<file path="src/rtl/uart_rx_engine_if.sv">
// UART receive handshake bundle: serial line in, byte/flags out.
// The engine uses the slave view, the consuming core the master view.
interface uart_rx_engine_if;
  logic       rxIn;
  logic       rdAck;
  logic [7:0] rxData;
  logic       rxValid;
  logic       frameErr;
  logic       overrun;
  logic       busy;

  modport master (
    output rxIn,
    output rdAck,
    input  rxData,
    input  rxValid,
    input  frameErr,
    input  overrun,
    input  busy
  );

  modport slave (
    input  rxIn,
    input  rdAck,
    output rxData,
    output rxValid,
    output frameErr,
    output overrun,
    output busy
  );
endinterface

</file>
<file path="src/rtl/uart_rx_engine.sv">
// 8N1 UART receive engine with mid-bit sampling.
// Received bytes are held for the core until acknowledged; error flags are sticky.
module uart_rx_engine #(
  parameter int CLKS_PER_BIT = 434,
  parameter int CNT_W        = 16
) (
  input  logic              clk,
  input  logic              rstn,
  uart_rx_engine_if.slave   bus
);

  localparam logic [CNT_W-1:0] HALF_M1 = CNT_W'(CLKS_PER_BIT / 2 - 1);
  localparam logic [CNT_W-1:0] FULL_M1 = CNT_W'(CLKS_PER_BIT - 1);

  typedef enum logic [2:0] {
    IDLE,
    START,
    DATA,
    STOP,
    WAIT_IDLE
  } state_e;

  state_e           state_q, state_d;
  logic [CNT_W-1:0] cnt_q, cnt_d;
  logic [2:0]       bit_q, bit_d;
  logic [7:0]       shift_q, shift_d;
  logic [7:0]       data_q, data_d;
  logic             valid_q, valid_d;
  logic             ferr_q, ferr_d;
  logic             ovr_q, ovr_d;
  logic             ack;

  assign ack = valid_q & bus.rdAck;

  always_comb begin
    state_d = state_q;
    cnt_d   = cnt_q;
    bit_d   = bit_q;
    shift_d = shift_q;
    data_d  = data_q;
    valid_d = valid_q;
    ferr_d  = ferr_q;
    ovr_d   = ovr_q;

    if (ack) begin
      valid_d = 1'b0;
      ferr_d  = 1'b0;
      ovr_d   = 1'b0;
    end

    unique case (state_q)
      IDLE: begin
        cnt_d = '0;
        if (!bus.rxIn) state_d = START;
      end
      START: begin
        if (cnt_q == HALF_M1) begin
          cnt_d = '0;
          if (bus.rxIn) begin
            state_d = IDLE;
          end else begin
            state_d = DATA;
            bit_d   = '0;
          end
        end else begin
          cnt_d = cnt_q + 1'b1;
        end
      end
      DATA: begin
        if (cnt_q == FULL_M1) begin
          cnt_d   = '0;
          shift_d = {bus.rxIn, shift_q[7:1]};
          bit_d   = bit_q + 1'b1;
          if (bit_q == 3'd7) state_d = STOP;
        end else begin
          cnt_d = cnt_q + 1'b1;
        end
      end
      STOP: begin
        if (cnt_q == FULL_M1) begin
          cnt_d = '0;
          if (bus.rxIn) begin
            // A completing frame beats a same-edge ack: the new byte stays valid.
            data_d  = shift_q;
            valid_d = 1'b1;
            if (valid_q && !bus.rdAck) ovr_d = 1'b1;
            state_d = IDLE;
          end else begin
            ferr_d  = 1'b1;
            state_d = WAIT_IDLE;
          end
        end else begin
          cnt_d = cnt_q + 1'b1;
        end
      end
      WAIT_IDLE: begin
        cnt_d = '0;
        if (bus.rxIn) state_d = IDLE;
      end
      default: begin
        state_d = IDLE;
        cnt_d   = '0;
      end
    endcase
  end

  always_ff @(posedge clk) begin
    if (!rstn) begin
      state_q <= IDLE;
      cnt_q   <= '0;
      bit_q   <= '0;
      shift_q <= '0;
      data_q  <= '0;
      valid_q <= 1'b0;
      ferr_q  <= 1'b0;
      ovr_q   <= 1'b0;
    end else begin
      state_q <= state_d;
      cnt_q   <= cnt_d;
      bit_q   <= bit_d;
      shift_q <= shift_d;
      data_q  <= data_d;
      valid_q <= valid_d;
      ferr_q  <= ferr_d;
      ovr_q   <= ovr_d;
    end
  end

  assign bus.rxData   = data_q;
  assign bus.rxValid  = valid_q;
  assign bus.frameErr = ferr_q;
  assign bus.overrun  = ovr_q;
  assign bus.busy     = (state_q != IDLE);

endmodule
</file>
<file path="src/flat_wrapper.sv">
// flat-port wrapper written by rule: the top's interface ports become plain ports
module uart_rx_engine_flat 
#(
  parameter int CLKS_PER_BIT = 434,
  parameter int CNT_W        = 16
)
  (clk, rstn, bus_rxIn, bus_rdAck, bus_rxData, bus_rxValid, bus_frameErr, bus_overrun, bus_busy);
  uart_rx_engine_if bus_i ();
  input  logic clk;
  input  logic rstn;
  input wire logic [$bits(bus_i.rxIn)-1:0] bus_rxIn;
  input wire logic [$bits(bus_i.rdAck)-1:0] bus_rdAck;
  output wire logic [$bits(bus_i.rxData)-1:0] bus_rxData;
  output wire logic [$bits(bus_i.rxValid)-1:0] bus_rxValid;
  output wire logic [$bits(bus_i.frameErr)-1:0] bus_frameErr;
  output wire logic [$bits(bus_i.overrun)-1:0] bus_overrun;
  output wire logic [$bits(bus_i.busy)-1:0] bus_busy;
  assign bus_i.rxIn = bus_rxIn;
  assign bus_i.rdAck = bus_rdAck;
  assign bus_rxData = bus_i.rxData;
  assign bus_rxValid = bus_i.rxValid;
  assign bus_frameErr = bus_i.frameErr;
  assign bus_overrun = bus_i.overrun;
  assign bus_busy = bus_i.busy;
  uart_rx_engine #(.CLKS_PER_BIT(CLKS_PER_BIT), .CNT_W(CNT_W)) u_core (.clk(clk), .rstn(rstn), .bus(bus_i));
endmodule
</file>
<file path="config.mk">
export PLATFORM = sky130hd
export DESIGN_NAME = uart_rx_engine_flat
export DESIGN_NICKNAME = d
export VERILOG_FILES = /design/src/rtl/uart_rx_engine_if.sv /design/src/rtl/uart_rx_engine.sv /design/src/flat_wrapper.sv
export SDC_FILE = /design/constraint.sdc
export NUM_CORES = 1
export LEC_CHECK = 0
export ABC_AREA = 1
export CAP_MARGIN = 15
export CORE_MARGIN = 10
export CORE_UTILIZATION = 40
export CTS_CLUSTER_SIZE = 30
export DETAILED_ROUTE_END_ITERATION = 10
export PLACE_DENSITY = 0.65
export SETUP_SLACK_MARGIN = 0.3
export SYNTH_ARGS = -nofsm -noshare
export SYNTH_HDL_FRONTEND = slang
export SYNTH_SLANG_ARGS = --single-unit
export TNS_END_PERCENT = 30
</file>
<file path="constraint.sdc">
create_clock -name clk -period 3.14 [get_ports clk]
set_input_delay 0.628 -clock clk [delete_from_list [all_inputs] [get_ports clk]]
set_output_delay 0.628 -clock clk [all_outputs]
set_load 0.01 [all_outputs]
</file>
# Yosys cells after proc, flatten, opt, wreduce, memory -nomap -nowiden
# Index checks and enable logic that the tools add are counted.
totals:
  rom_bits: 0
  elab_cells: 64
  latch_bits: 0
  output_inout_bits: 12
  reg_bits: 41
  input_bits: 4
  mem_count: 0
  mem_bits_rw: 0
op_classes:
  bitwise: 1
  n_eq_ne: 14
  shift: 0
  n_lt_le_gt_ge: 0
  n_reduce_logical: 10
  mul: 0
  div: 0
  addsub: 2
  mux: 29
op_table:
  columns: ["cell", "count"]
  rows:
  - ["2-to-1 mux 16 bit", 2]
  - ["one-hot mux 16 bit (2 select lines)", 1]
  - ["2-to-1 mux 3 bit", 10]
  - ["adder 16 x 1 -> 16 bit, second input constant", 1]
  - ["equality test 16 x 8 -> 1 bit, second input constant", 1]
  - ["equality test 16 x 9 -> 1 bit, second input constant", 1]
  - ["one-hot mux 3 bit (5 select lines)", 1]
  - ["2-to-1 mux 1 bit", 13]
  - ["!= test 2 x 1 -> 1 bit, second input constant", 4]
  - ["equality test 3 x 2 -> 1 bit, second input constant", 2]
  - ["equality test 3 bit, second input constant", 2]
  - ["!= test 2 bit, second input constant", 3]
  - ["one-hot mux 3 bit (2 select lines)", 1]
  - ["AND reduction 6 bit", 1]
  - ["AND reduction 4 bit", 1]
  - ["adder 3 x 1 -> 3 bit, second input constant", 1]
  - ["equality test 3 x 1 -> 1 bit, second input constant", 1]
  - ["zero test 3 bit", 1]
  - ["AND reduction 3 bit", 1]
  - ["nonzero test 3 bit", 1]
  - ["2-to-1 mux 2 bit", 1]
  - ["AND reduction 2 bit", 1]
  - ["nonzero test 2 bit", 1]
  - ["OR reduction 2 bit", 1]
  - ["other kinds (3)", 3]

# Logic depth before layout (Yosys ltp)
logic_depth:
  ltp_word: 6
  ltp_mapped: 11
  mapped_depth_nobuf: 11

# Least setup slack after synthesis
# No wires, ideal clock.
synth_timing:
  kind: "register -> register"
  start: "register u_core.cnt_q[0]"
  end: "register u_core.cnt_q[5]"
  stages_incl_launch_ff: 10
  n_path_buf: 1
  required_ns: 3.014
  setup_ns: 0.126
  setup_slack_ns: 1.650
  period_less_slack_ns: 1.490
  t_arrival_ns: 1.363
  cell_sequence: "dfxtp_1 ha_1 nand2_1 nor2_4 nand2_4 nand2_4 nand2_4 a21oi_4 buf_6 nor3_2"
synth_between:
  elab_chain_len: 3
synth_rtl:
  columns: ["element", "line_no", "source"]
  rows:
  - ["start: declaration", "uart_rx_engine.sv:24", "logic [CNT_W-1:0] cnt_q, cnt_d;"]
  - ["start signal: assignment", "uart_rx_engine.sv:119", "cnt_q <= cnt_d;"]
  - ["adder 16 x 1 -> 16 bit, or another cell as far along", "uart_rx_engine.sv:66, uart_rx_engine.sv:76, uart_rx_engine.sv:93", null]
  - ["2-to-1 mux 16 bit, on equally long branches", "uart_rx_engine.sv:70, uart_rx_engine.sv:80, uart_rx_engine.sv:57", null]
  - ["one-hot mux 16 bit (2 select lines) (*)", "uart_rx_engine.sv:51", "unique case (state_q)"]
# Mark *: on every way between the ends. The rest lies on a longest branch, timed or not.
# A chain may end at the register's enable or synchronous reset.

# Final worst setup path
layout_timing:
  start: "register u_core.state_q[1]"
  end: "output port bus_busy"
layout_between:
  elab_chain_len: 1
layout_rtl:
  columns: ["element", "line_no", "source"]
  rows:
  - ["start: declaration", "uart_rx_engine.sv:23", "state_e state_q, state_d;"]
  - ["start signal: assignment", "uart_rx_engine.sv:118", "state_q <= state_d;"]
  - ["nonzero test 3 bit", "uart_rx_engine.sv:133", "assign bus.busy = (state_q != IDLE);"]
  - ["end: declaration", "flat_wrapper.sv:17", "output wire logic [$bits(bus_i.busy)-1:0] bus_busy;"]
# Every way passes these cells.

==> flow_results.org <==
** Status
- The run finished with clean final reports.

** Finish
- For this run, the number of standard cells in the final layout without fillers is 379.
- Area growth from synthesis to final layout :: 14.9%
- N_diodes :: 0
- Fraction of layout cells with a size suffix above 1 :: 12.3%
- Cells fill 47.3% of the core in the end.
- After the last flow step, the layout net total stands at 317.

** Clock tree
- The clock net in this run drives a total of 41 sinks.
- After clock tree synthesis, the repair step resized 0 gates.
- # H-tree levels :: 2
- Worst-Skew Late Latency :: 0.30 ns
- Maximum root-to-sink buffer count :: 2
- CTS placed an instance of sky130_fd_sc_hd__clkbuf_8 at the clock tree root.
- Register clock-pin slew on the reported worst setup and hold paths :: 0.08 ns
- Clock tree from TritonCTS :: built
- Hold-fix buffer count after cts :: 0
- CTS Buf Count :: 5
- Setup Buffers After CTS :: 0

** Worst setup path
- Worst R2R Setup Slack :: 1.31 ns
- STA classifies the critical path endpoint as an output port.
- The slowest stage of the critical path is the sky130_fd_sc_hd__clkdlybuf4s50_1 cell.
- Data on the critical path is required at its endpoint by 2.51 ns.
- The worst setup path is of the flip-flop to output port kind.
- Buffers & Inverters on Critical Path :: 1
- Of all nets on the critical path, the largest fanout is 5.
- Traced cell by cell, the critical path runs through nor2_1 > nand2_1 > clkdlybuf4s50_1.
- Critical Path Source Type :: flip-flop
- The largest single stage delay on the critical path is 0.54 ns.
- Signal arrival time at the worst endpoint :: 1.39 ns
- CP top delay family :: buffers and inverters

** Timing
- Number of failing setup endpoints in the final timing report :: 0
- After layout, the worst setup slack is 1.12 ns.
- Slew headroom :: 39.8%
- Number of hold violations in the final report :: 0
- Highest achievable clock rate :: 494 MHz
- Worst hold margin :: 0.473 ns
- Setup repair after global routing left no endpoint under its margin.
- After layout, the minimum clock period comes to 2.02 ns.
- Max-slew violation count :: 0
- Post-route clock period utilization :: 64.4%
- Aggregate negative setup slack :: 0 ns
- Transition time of the tightest slew-check pin :: 0.903 ns
- On the final layout, the worst clock skew is 0.0106 ns.

** Yosys
- Counting every net in the synthesized netlist gives 298.
- Synth warn :: 0
- For this run, asynchronously set or reset flops after synthesis account for 0%.
- After technology mapping, the gate count stands at 289.
- Post-Synth XOR/XNOR Area :: 1.67%
- Synthesis inferred 41 register bits.
- Counting distinct cell types in the post-synthesis netlist gives 30.
- For this run, the leading register cell type out of synthesis is sky130_fd_sc_hd__dfxtp_1.
- Post-synthesis adder-cell area fraction :: 2.98%
- Synthesized area :: 2100 sq um
- Cell taking the most area after synthesis :: sky130_fd_sc_hd__dfxtp_1
- EDFF count, synth :: 0
- Yosys top cell area share :: 39.1%
- Summing the areas of all compound-gate instances in the mapped netlist gives 10.6% of the synthesized area.
- Of the total synthesized cell area, the portion taken by AND, OR, NAND and NOR gates is 38.1%.
- Sequential area share after synthesis :: 39.1%
- Sorting the synthesized cells by area gives the leading types as sky130_fd_sc_hd__dfxtp_1 39%, sky130_fd_sc_hd__nand2_1 10%, sky130_fd_sc_hd__nor2_1 9.3%, sky130_fd_sc_hd__inv_1 5.5%, sky130_fd_sc_hd__nor3_2 5.2%.
- Main combinational cell family by area after synthesis :: simple AND/OR/NAND/NOR gates
- Most numerous cell types in the synthesized netlist :: 58 x sky130_fd_sc_hd__nand2_1, 52 x sky130_fd_sc_hd__nor2_1, 41 x sky130_fd_sc_hd__dfxtp_1
- Multiplexer share of the synthesized area :: 0%
- Each instance of the synthesized netlist takes up on average 7.27 sq um.
- Library cell with the highest instance count after synthesis :: sky130_fd_sc_hd__nand2_1

** Floorplan
- The die is 92.5 um wide.
- Number of rows in the core area :: 26
- Full die area :: 8550 sq um
- The initial utilization of the core area, before any placement, comes to 41.1%.
- From bottom edge to top edge, the die measures 92.5 um.
- 16 I/O pins were placed.
- In this run the standard cell core region covers 5110 sq um.

** Drt
- Detailed-route DRC error count :: 0
- Final WL :: 4410 um
- Final routed wire length divided by cell count :: 11.6 um
- In this run the remaining antenna-violating nets after routing total 0.
- First-pass iteration count of the detailed router :: 4
- The detailed router finished its first iteration with 108 violations.
- Total number of vias :: 1785
- In the routed layout, each cell is associated on average with a via count of 4.71.

** Pwr
- Power per cell area :: 501 nW/um^2
- Max rail drop VDD :: 0.249 mV
- The analysis attributes to cell leakage a power of 0.945 nW.

** Global route
- The number of global-route vias before repair was 1773.
- Global-route usage over all layers :: 11.2%
- First-pass GRT wire length :: 8070 um
- Final global-route overflow total :: 0
- Initial antenna violation count :: 0
- Entering global routing, the biggest net connects 20 pins.

** Place
- Placement-stage worst setup slack :: 0.997 ns
- Counting tap cells, the placed design contains a total of 371 instances.
- Detailed-placement wirelength estimate :: 3350 um
- Count of input and output buffers :: 15
- Routability-driven placement finished with a final weighted congestion of 0.882.

** Job
- Max-cap violations in this run came to 0.

** Min path
- In this run the worst hold path is classified as flip-flop to flip-flop.
-- where the power goes --
part / switching, mW / internal (mW) / leakage, nW
sequential: 0.0143 / 0.534 / 0.331
clock: 0.200 / 0.161 / 0.0447
combinational: 0.216 / 0.0835 / 0.570
total: 0.430 / 0.778 / 0.945
-- registers in the layout, indices dropped and copies added (netlist names), named ones only --
name / count
u_core.cnt_q: 16
u_core.bus.rxData: 8
u_core.shift_q: 8
u_core.bit_q: 3
u_core.state_q: 3
u_core.bus.frameErr: 1
u_core.bus.rxValid: 1
-- worst reg2reg max path, stage by stage, from the launching register on --
cell and delay, ns:
sky130_fd_sc_hd__dfxtp_1 0.40, sky130_fd_sc_hd__ha_1 0.22, sky130_fd_sc_hd__nand2_1 0.12, sky130_fd_sc_hd__nor2_4 0.16, sky130_fd_sc_hd__nand2_4 0.09, sky130_fd_sc_hd__nand2_4 0.08
sky130_fd_sc_hd__nand2_4 0.07, sky130_fd_sc_hd__a21oi_4 0.46, sky130_fd_sc_hd__nor3_1 0.11
-- layout make-up --
type	count	area, sq um
clock inverters	3	25.0
multi-input cells	209	1120
repair buffers	16	158
well taps	70	87.6
flip-flops and latches	41	821
clock buffers	5	68.8
inverters	35	133
fillers	516	2690
-- worst paths after layout --
check                    start              end  depth (start not counted)
max          u_core.state_q[1]         bus_busy                          3
min            u_core.bit_q[2]  u_core.bit_q[2]                          2
max reg2reg    u_core.cnt_q[0]  u_core.cnt_q[2]                          8
min reg2reg    u_core.bit_q[2]  u_core.bit_q[2]                          2
-- routing by layer --
layer  vias up  track usage (%)  wire [um]
li1        962                -          -
met1       795             14.8       2220
met2        23             17.6       1990
met3         5             2.58        168
met4         0             3.34         27
met5         -                0          0
-- stage by stage --
| stage | cell area [sq um] | total power, mW |
|---|---|---|
| 2_1_floorplan | 2100 | 0.806 |
| 3_3_place_gp | 2320 | 0.859 |
| 5_1_grt | 2410 | 1.29 |
| 3_5_place_dp | 2320 | 0.866 |
| 6_report | 2410 | 1.21 |
| 4_1_cts | 2410 | 1.23 |
-- kinds of logic (layout without fill, tap and decap cells) --
logic type / Yosys count / in the layout
buf+inv: 39 / 59
fa+ha+maj: 5 / 5
compound gates: 39 / 39
xor+xnor: 4 / 4
flops: 41 / 41
simple gates: 161 / 161
-- placed cells by master, fill, tap and decap left out, types with 3 or more instances in the layout --
cell	n
sky130_fd_sc_hd__nand4_1	4
sky130_fd_sc_hd__inv_1	31
sky130_fd_sc_hd__nand2_1	58
sky130_fd_sc_hd__clkbuf_8	5
sky130_fd_sc_hd__clkdlybuf4s50_1	15
sky130_fd_sc_hd__nor2_4	3
sky130_fd_sc_hd__nand2_2	3
sky130_fd_sc_hd__nand3_1	11
sky130_fd_sc_hd__nor2_1	52
sky130_fd_sc_hd__o21ai_0	21
sky130_fd_sc_hd__ha_1	5
sky130_fd_sc_hd__nand2_4	4
sky130_fd_sc_hd__xor2_1	3
sky130_fd_sc_hd__nor3_1	11
sky130_fd_sc_hd__nor3_2	11
sky130_fd_sc_hd__a211oi_1	3
sky130_fd_sc_hd__dfxtp_1	41
sky130_fd_sc_hd__a21oi_1	11
Power figures use the tool's default switching activity.
